### src/rtl/vga_timing_pkg.sv
// Shared raster timing constants and coordinate type for the scan controller
// and every sprite module that consumes DrawX/DrawY.
package vga_timing_pkg;

  // 640x480@60 defaults
  localparam int H_VISIBLE_DEF = 640;
  localparam int H_FRONT_DEF   = 16;
  localparam int H_SYNC_DEF    = 96;
  localparam int H_BACK_DEF    = 48;
  localparam int V_VISIBLE_DEF = 480;
  localparam int V_FRONT_DEF   = 10;
  localparam int V_SYNC_DEF    = 2;
  localparam int V_BACK_DEF    = 33;

  localparam int MAX_PIPE_DELAY = 4;

  typedef logic [9:0] coord_t;

  typedef struct packed {
    logic hs;
    logic vs;
    logic display_on;
  } sync_bundle_t;

  // Idle state of the sync bundle: syncs inactive (high), blanked.
  localparam sync_bundle_t SYNC_IDLE = '{hs: 1'b1, vs: 1'b1, display_on: 1'b0};

  function automatic int line_total(input int visible, input int front,
                                    input int sync, input int back);
    return visible + front + sync + back;
  endfunction

  localparam int H_TOTAL_DEF = line_total(H_VISIBLE_DEF, H_FRONT_DEF, H_SYNC_DEF, H_BACK_DEF);
  localparam int V_TOTAL_DEF = line_total(V_VISIBLE_DEF, V_FRONT_DEF, V_SYNC_DEF, V_BACK_DEF);

endpackage

### src/rtl/sync_delay.sv
// Enabled shift register of configurable depth; every stage resets to RESET_VAL.
// DEPTH = 0 degenerates to a straight wire.
module sync_delay #(
  parameter int                WIDTH     = 3,
  parameter int                DEPTH     = 1,
  parameter logic [WIDTH-1:0]  RESET_VAL = '0
) (
  input  logic             vga_clk,
  input  logic             reset,
  input  logic             en,
  input  logic [WIDTH-1:0] din,
  output logic [WIDTH-1:0] dout
);

  generate
    if (DEPTH == 0) begin : g_bypass
      assign dout = din;
    end else begin : g_pipe
      logic [WIDTH-1:0] stage [DEPTH];

      always_ff @(posedge vga_clk) begin
        if (reset) begin
          for (int i = 0; i < DEPTH; i++) stage[i] <= RESET_VAL;
        end else if (en) begin
          stage[0] <= din;
          for (int i = 1; i < DEPTH; i++) stage[i] <= stage[i-1];
        end
      end

      assign dout = stage[DEPTH-1];
    end
  endgenerate

endmodule

### src/rtl/vga_scan_controller.sv
// Raster scan generator: registered DrawX/DrawY counters, sync/blank decode
// delayed by PIPE_DELAY pixel steps to line up with sprite ROM latency.
module vga_scan_controller
  import vga_timing_pkg::*;
#(
  parameter int H_VISIBLE  = H_VISIBLE_DEF,
  parameter int H_FRONT    = H_FRONT_DEF,
  parameter int H_SYNC     = H_SYNC_DEF,
  parameter int H_BACK     = H_BACK_DEF,
  parameter int V_VISIBLE  = V_VISIBLE_DEF,
  parameter int V_FRONT    = V_FRONT_DEF,
  parameter int V_SYNC     = V_SYNC_DEF,
  parameter int V_BACK     = V_BACK_DEF,
  parameter int PIPE_DELAY = 1
) (
  input  logic       vga_clk,
  input  logic       reset,
  input  logic       pix_en,
  output logic [9:0] DrawX,
  output logic [9:0] DrawY,
  output logic       hs,
  output logic       vs,
  output logic       display_on,
  output logic       line_start,
  output logic       frame_start,
  output logic [7:0] frame_count
);

  localparam int H_TOTAL = line_total(H_VISIBLE, H_FRONT, H_SYNC, H_BACK);
  localparam int V_TOTAL = line_total(V_VISIBLE, V_FRONT, V_SYNC, V_BACK);

  localparam coord_t H_LAST     = coord_t'(H_TOTAL - 1);
  localparam coord_t V_LAST     = coord_t'(V_TOTAL - 1);
  localparam coord_t H_VIS_END  = coord_t'(H_VISIBLE);
  localparam coord_t V_VIS_END  = coord_t'(V_VISIBLE);
  localparam coord_t HS_START   = coord_t'(H_VISIBLE + H_FRONT);
  localparam coord_t HS_END     = coord_t'(H_VISIBLE + H_FRONT + H_SYNC);
  localparam coord_t VS_START   = coord_t'(V_VISIBLE + V_FRONT);
  localparam coord_t VS_END     = coord_t'(V_VISIBLE + V_FRONT + V_SYNC);

  coord_t       x_cnt;
  coord_t       y_cnt;
  sync_bundle_t raw_sync;
  sync_bundle_t dly_sync;

  // Pulses only last one clock, even if pix_en drops on the next cycle.
  always_ff @(posedge vga_clk) begin
    if (reset) begin
      x_cnt       <= '0;
      y_cnt       <= '0;
      frame_count <= '0;
      line_start  <= 1'b0;
      frame_start <= 1'b0;
    end else begin
      line_start  <= 1'b0;
      frame_start <= 1'b0;
      if (pix_en) begin
        if (x_cnt == H_LAST) begin
          x_cnt      <= '0;
          line_start <= 1'b1;
          if (y_cnt == V_LAST) begin
            y_cnt       <= '0;
            frame_start <= 1'b1;
            frame_count <= frame_count + 8'd1;
          end else begin
            y_cnt <= y_cnt + 10'd1;
          end
        end else begin
          x_cnt <= x_cnt + 10'd1;
        end
      end
    end
  end

  always_comb begin
    raw_sync            = SYNC_IDLE;
    raw_sync.hs         = !((x_cnt >= HS_START) && (x_cnt < HS_END));
    raw_sync.vs         = !((y_cnt >= VS_START) && (y_cnt < VS_END));
    raw_sync.display_on = (x_cnt < H_VIS_END) && (y_cnt < V_VIS_END);
  end

  sync_delay #(
    .WIDTH     (3),
    .DEPTH     (PIPE_DELAY),
    .RESET_VAL (SYNC_IDLE)
  ) u_sync_delay (
    .vga_clk (vga_clk),
    .reset   (reset),
    .en      (pix_en),
    .din     (raw_sync),
    .dout    (dly_sync)
  );

  assign DrawX      = x_cnt;
  assign DrawY      = y_cnt;
  assign hs         = dly_sync.hs;
  assign vs         = dly_sync.vs;
  assign display_on = dly_sync.display_on;

endmodule

### config.mk
export PLATFORM = sky130hd
export DESIGN_NAME = vga_scan_controller
export DESIGN_NICKNAME = d
export VERILOG_FILES = /design/src/rtl/vga_timing_pkg.sv /design/src/rtl/sync_delay.sv /design/src/rtl/vga_scan_controller.sv
export SDC_FILE = /design/constraint.sdc
export NUM_CORES = 1
export LEC_CHECK = 0
export ABC_AREA = 1
export CAP_MARGIN = 20
export CORE_UTILIZATION = 46
export CTS_CLUSTER_DIAMETER = 120
export DETAILED_ROUTE_END_ITERATION = 16
export PLACE_DENSITY_LB_ADDON = 0.05
export SLEW_MARGIN = 0
export SYNTH_ARGS = -nofsm -noshare
export SYNTH_HDL_FRONTEND = slang
export SYNTH_SLANG_ARGS = --single-unit
### constraint.sdc
create_clock -name vga_clk -period 1.63 [get_ports vga_clk]
set_clock_uncertainty 0.2 [all_clocks]
set_input_delay 0.163 -clock vga_clk [delete_from_list [all_inputs] [get_ports vga_clk]]
set_output_delay 0.163 -clock vga_clk [all_outputs]
set_load 0.005 [all_outputs]
==> results.toml <==
[die]
die_x_um = 65.9
io_pins = 36
die_y_um = 65.9
floorplan.initialDensity_pct = 49.4
die-area_mm2 = 0.00434
core_area_mm2 = 0.00380
row_count = 22

[final_layout]
nNetsFinal = 347
postLayoutCellArea_mm2 = 0.00272
final_cells = 387
finish.utilization_pct = 71.5
drive_above_1_share_pct = 28.6
diodes = 0
area_growth_pct = 44.7

[power_and_ir_drop]
power_switching_mw = 0.357
combPwrFrac_pct = 6.2
power.total_mw = 1.57
irDropWorstVdd_uv = 428
clkPwrFrac_pct = 41.1
seqPwrFrac_pct = 52.7
sw_frac_of_total_pct = 22.7
power-per-cell-area_mw_per_mm2 = 579
p_int_mw = 1.22
power_leakage_nw = 1.17

[run_status]
status = "finished, violations left"
violations = "setup timing"

[global_route]
use_met2_pct = 35.6
met3_usage_pct = 5.17
gr-total-overflow = 0
antenna_found_initial = 0
grt_usage_pct = 23.7
grt_max_degree = 11
grt_pass1_vias = 1729
grt_use_met1_pct = 33.3
busiest_layer = "met2"
grt_pass1_wl_um = 7780

[critical_path]
cp_data_arrival_time_ps = 1690
path_class = "reg -> reg"
startpoint_type = "flop"
worst_ep_required_time_ps = 1660
worst_setup_path_end_kind = "flop"
cp_max_fo = 6
rr_worst_depth = 9

[routing]
vias = 1890
dr.pass1.iters = 4
wl_per_cell_um = 12.1
wl_um = 4700
drt-vias-per-instance = 4.88
ant_nets = 0
remaining_drc_errors = 0
initialDrtViolationCount = 164

[hold_path]
hp-class = "reg -> reg"
holdPathStages = 2

[place]
dpl.hpwl_um = 3410
globalplace.congestion = 0.891
dpl_cell_area_mm2 = 0.00244
dp_cells = 375
port_buffers = 35

[logic_synthesis]
ys_seq_area_share_pct = 36.8
ys_seq_elements = 33
yosysWarnings = 0
synth_cell_types = 29
synthesis.area_mm2 = 0.00188
synth_nets = 282
postSynthCellCount = 273
avgSynthCellArea_um2 = 6.87

[sta]
worst_pin_slew_ps = 332
clock.fmax_mhz = 599
max-slew-margin-rel_pct = 77.7
period_minus_slack_ps = 1670
fin_crit_sh_pct = 102
tns_ps = -216
hold_viol_final = 0
finalMaxSlewViolations = 0
setup_viol = 9
rsz0062_at_grt = "true"
fin_ws_ps = -38.2

[run]
drv_cap = 0

[cts]
htree_levels = 2
cts_buffer_depth = 2
cts_tree = "done"
clk_pin_slew_ps = 70
clkLatencyLatePin_ps = 280
cts_buffers = 5
root_buffer = "clkbuf_8"
hold_buffers = 0
cts_num_sinks = 33
[routing by layer]
layer	vias up	part of all wire, %
met4	0	1.2
met5	-	0
met3	6	4.9
met2	50	45
met1	839	49
li1	995	-
[power groups by stage]
stage,logic (mW),clock network [mW],registers (mW)
after floorplan,0.0373,0,0.849
after global placement,0.0916,0,0.847
after detailed placement,0.0921,0,0.847
after CTS,0.0942,0.658,0.829
after global routing,0.109,0.701,0.829
final,0.0969,0.646,0.829
[what timing repair did]
action | in CTS | in global routing
pin swaps | 5 | 14
setup buffers | 0 | 4
setup endpoints to repair | 19 | 32
resized for setup | 15 | 46
[per-stage QoR]
step / setup WS (ps) / hold WS (ps)
after global placement: -101 / 281
after detailed placement: -157 / 279
after global routing: -144 / 323
after CTS: 0.971 / 294
final: -38.2 / 291
after floorplan: 2.38 / 170
[area by class of cell]
cell class                 count  area, µm²
multi-input combinational    198       1130
inverter                      39        149
clock buffer                   8       90.1
sequential                    33        716
timing repair buffer          61        574
tap                           48       60.1
fill                         299       1080
[placed cells by master, fill, tap and decap left out, types with 8 or more instances in the layout]
cell	count
a21oi_1	10
buf_4	23
clkdlybuf4s50_1	28
dfxtp_1	12
dfxtp_2	17
inv_1	31
nand2_1	68
nand2_2	8
nand3_1	15
nor2_1	32
nor2_2	11
[cells by family (layout without fill, tap and decap cells)]
kind of cell,count (synthesis),count (layout),synth area share [%]
xor gates and xnor gates,5,5,2.33
and+or+nand+nor,164,164,41.7
DFF,33,33,36.8
adders and majority gates,6,6,4.00
buffers and inverters,42,108,8.67
AOI/OAI and AO/OA,23,23,6.53
[synth_stat cells (all sizes together)]
cell,instances,area (µm²)
nor3,9,60.1
nor4,2,12.5
nor3b,4,30.0
nand4,7,71.3
ha,6,75.1
nand3,16,85.1
inv,39,146
a21oi,12,60.1
xor2,3,26.3
o21ai,10,53.8
xnor2,2,17.5
dfxtp,30,601
nand2,76,288
nor2,50,235
edfxtp,3,90.1
o2111ai,1,8.76
buf,3,16.3
[sequential cells by signal, indices dropped and copies added (netlist names)]
name and cells:
frame_count 8, DrawX 10, DrawY 10, u_sync_delay.g_pipe.stage 3, line_start 1, frame_start 1
[worst paths after layout]
check                                 to                   startpoint  slack, ps
max          frame_count[3]$_SDFFE_PP0P_        DrawY[0]$_SDFFE_PP0P_        -40
min          frame_count[7]$_SDFFE_PP0P_  frame_count[7]$_SDFFE_PP0P_        290
max reg2reg  frame_count[3]$_SDFFE_PP0P_        DrawY[0]$_SDFFE_PP0P_        -40
min reg2reg  frame_count[7]$_SDFFE_PP0P_  frame_count[7]$_SDFFE_PP0P_        290
[critical path, cell delays in order, from the launching register on]
cell and delay, ps:
dfxtp_2 350, inv_2 80, ha_4 130, nand2_2 60, nor2_4 120, nand3_2 140, nor2_4 270, buf_6 140
a21oi_2 40, nor2_1 80
No activity file was read; power rests on OpenSTA's default activity.
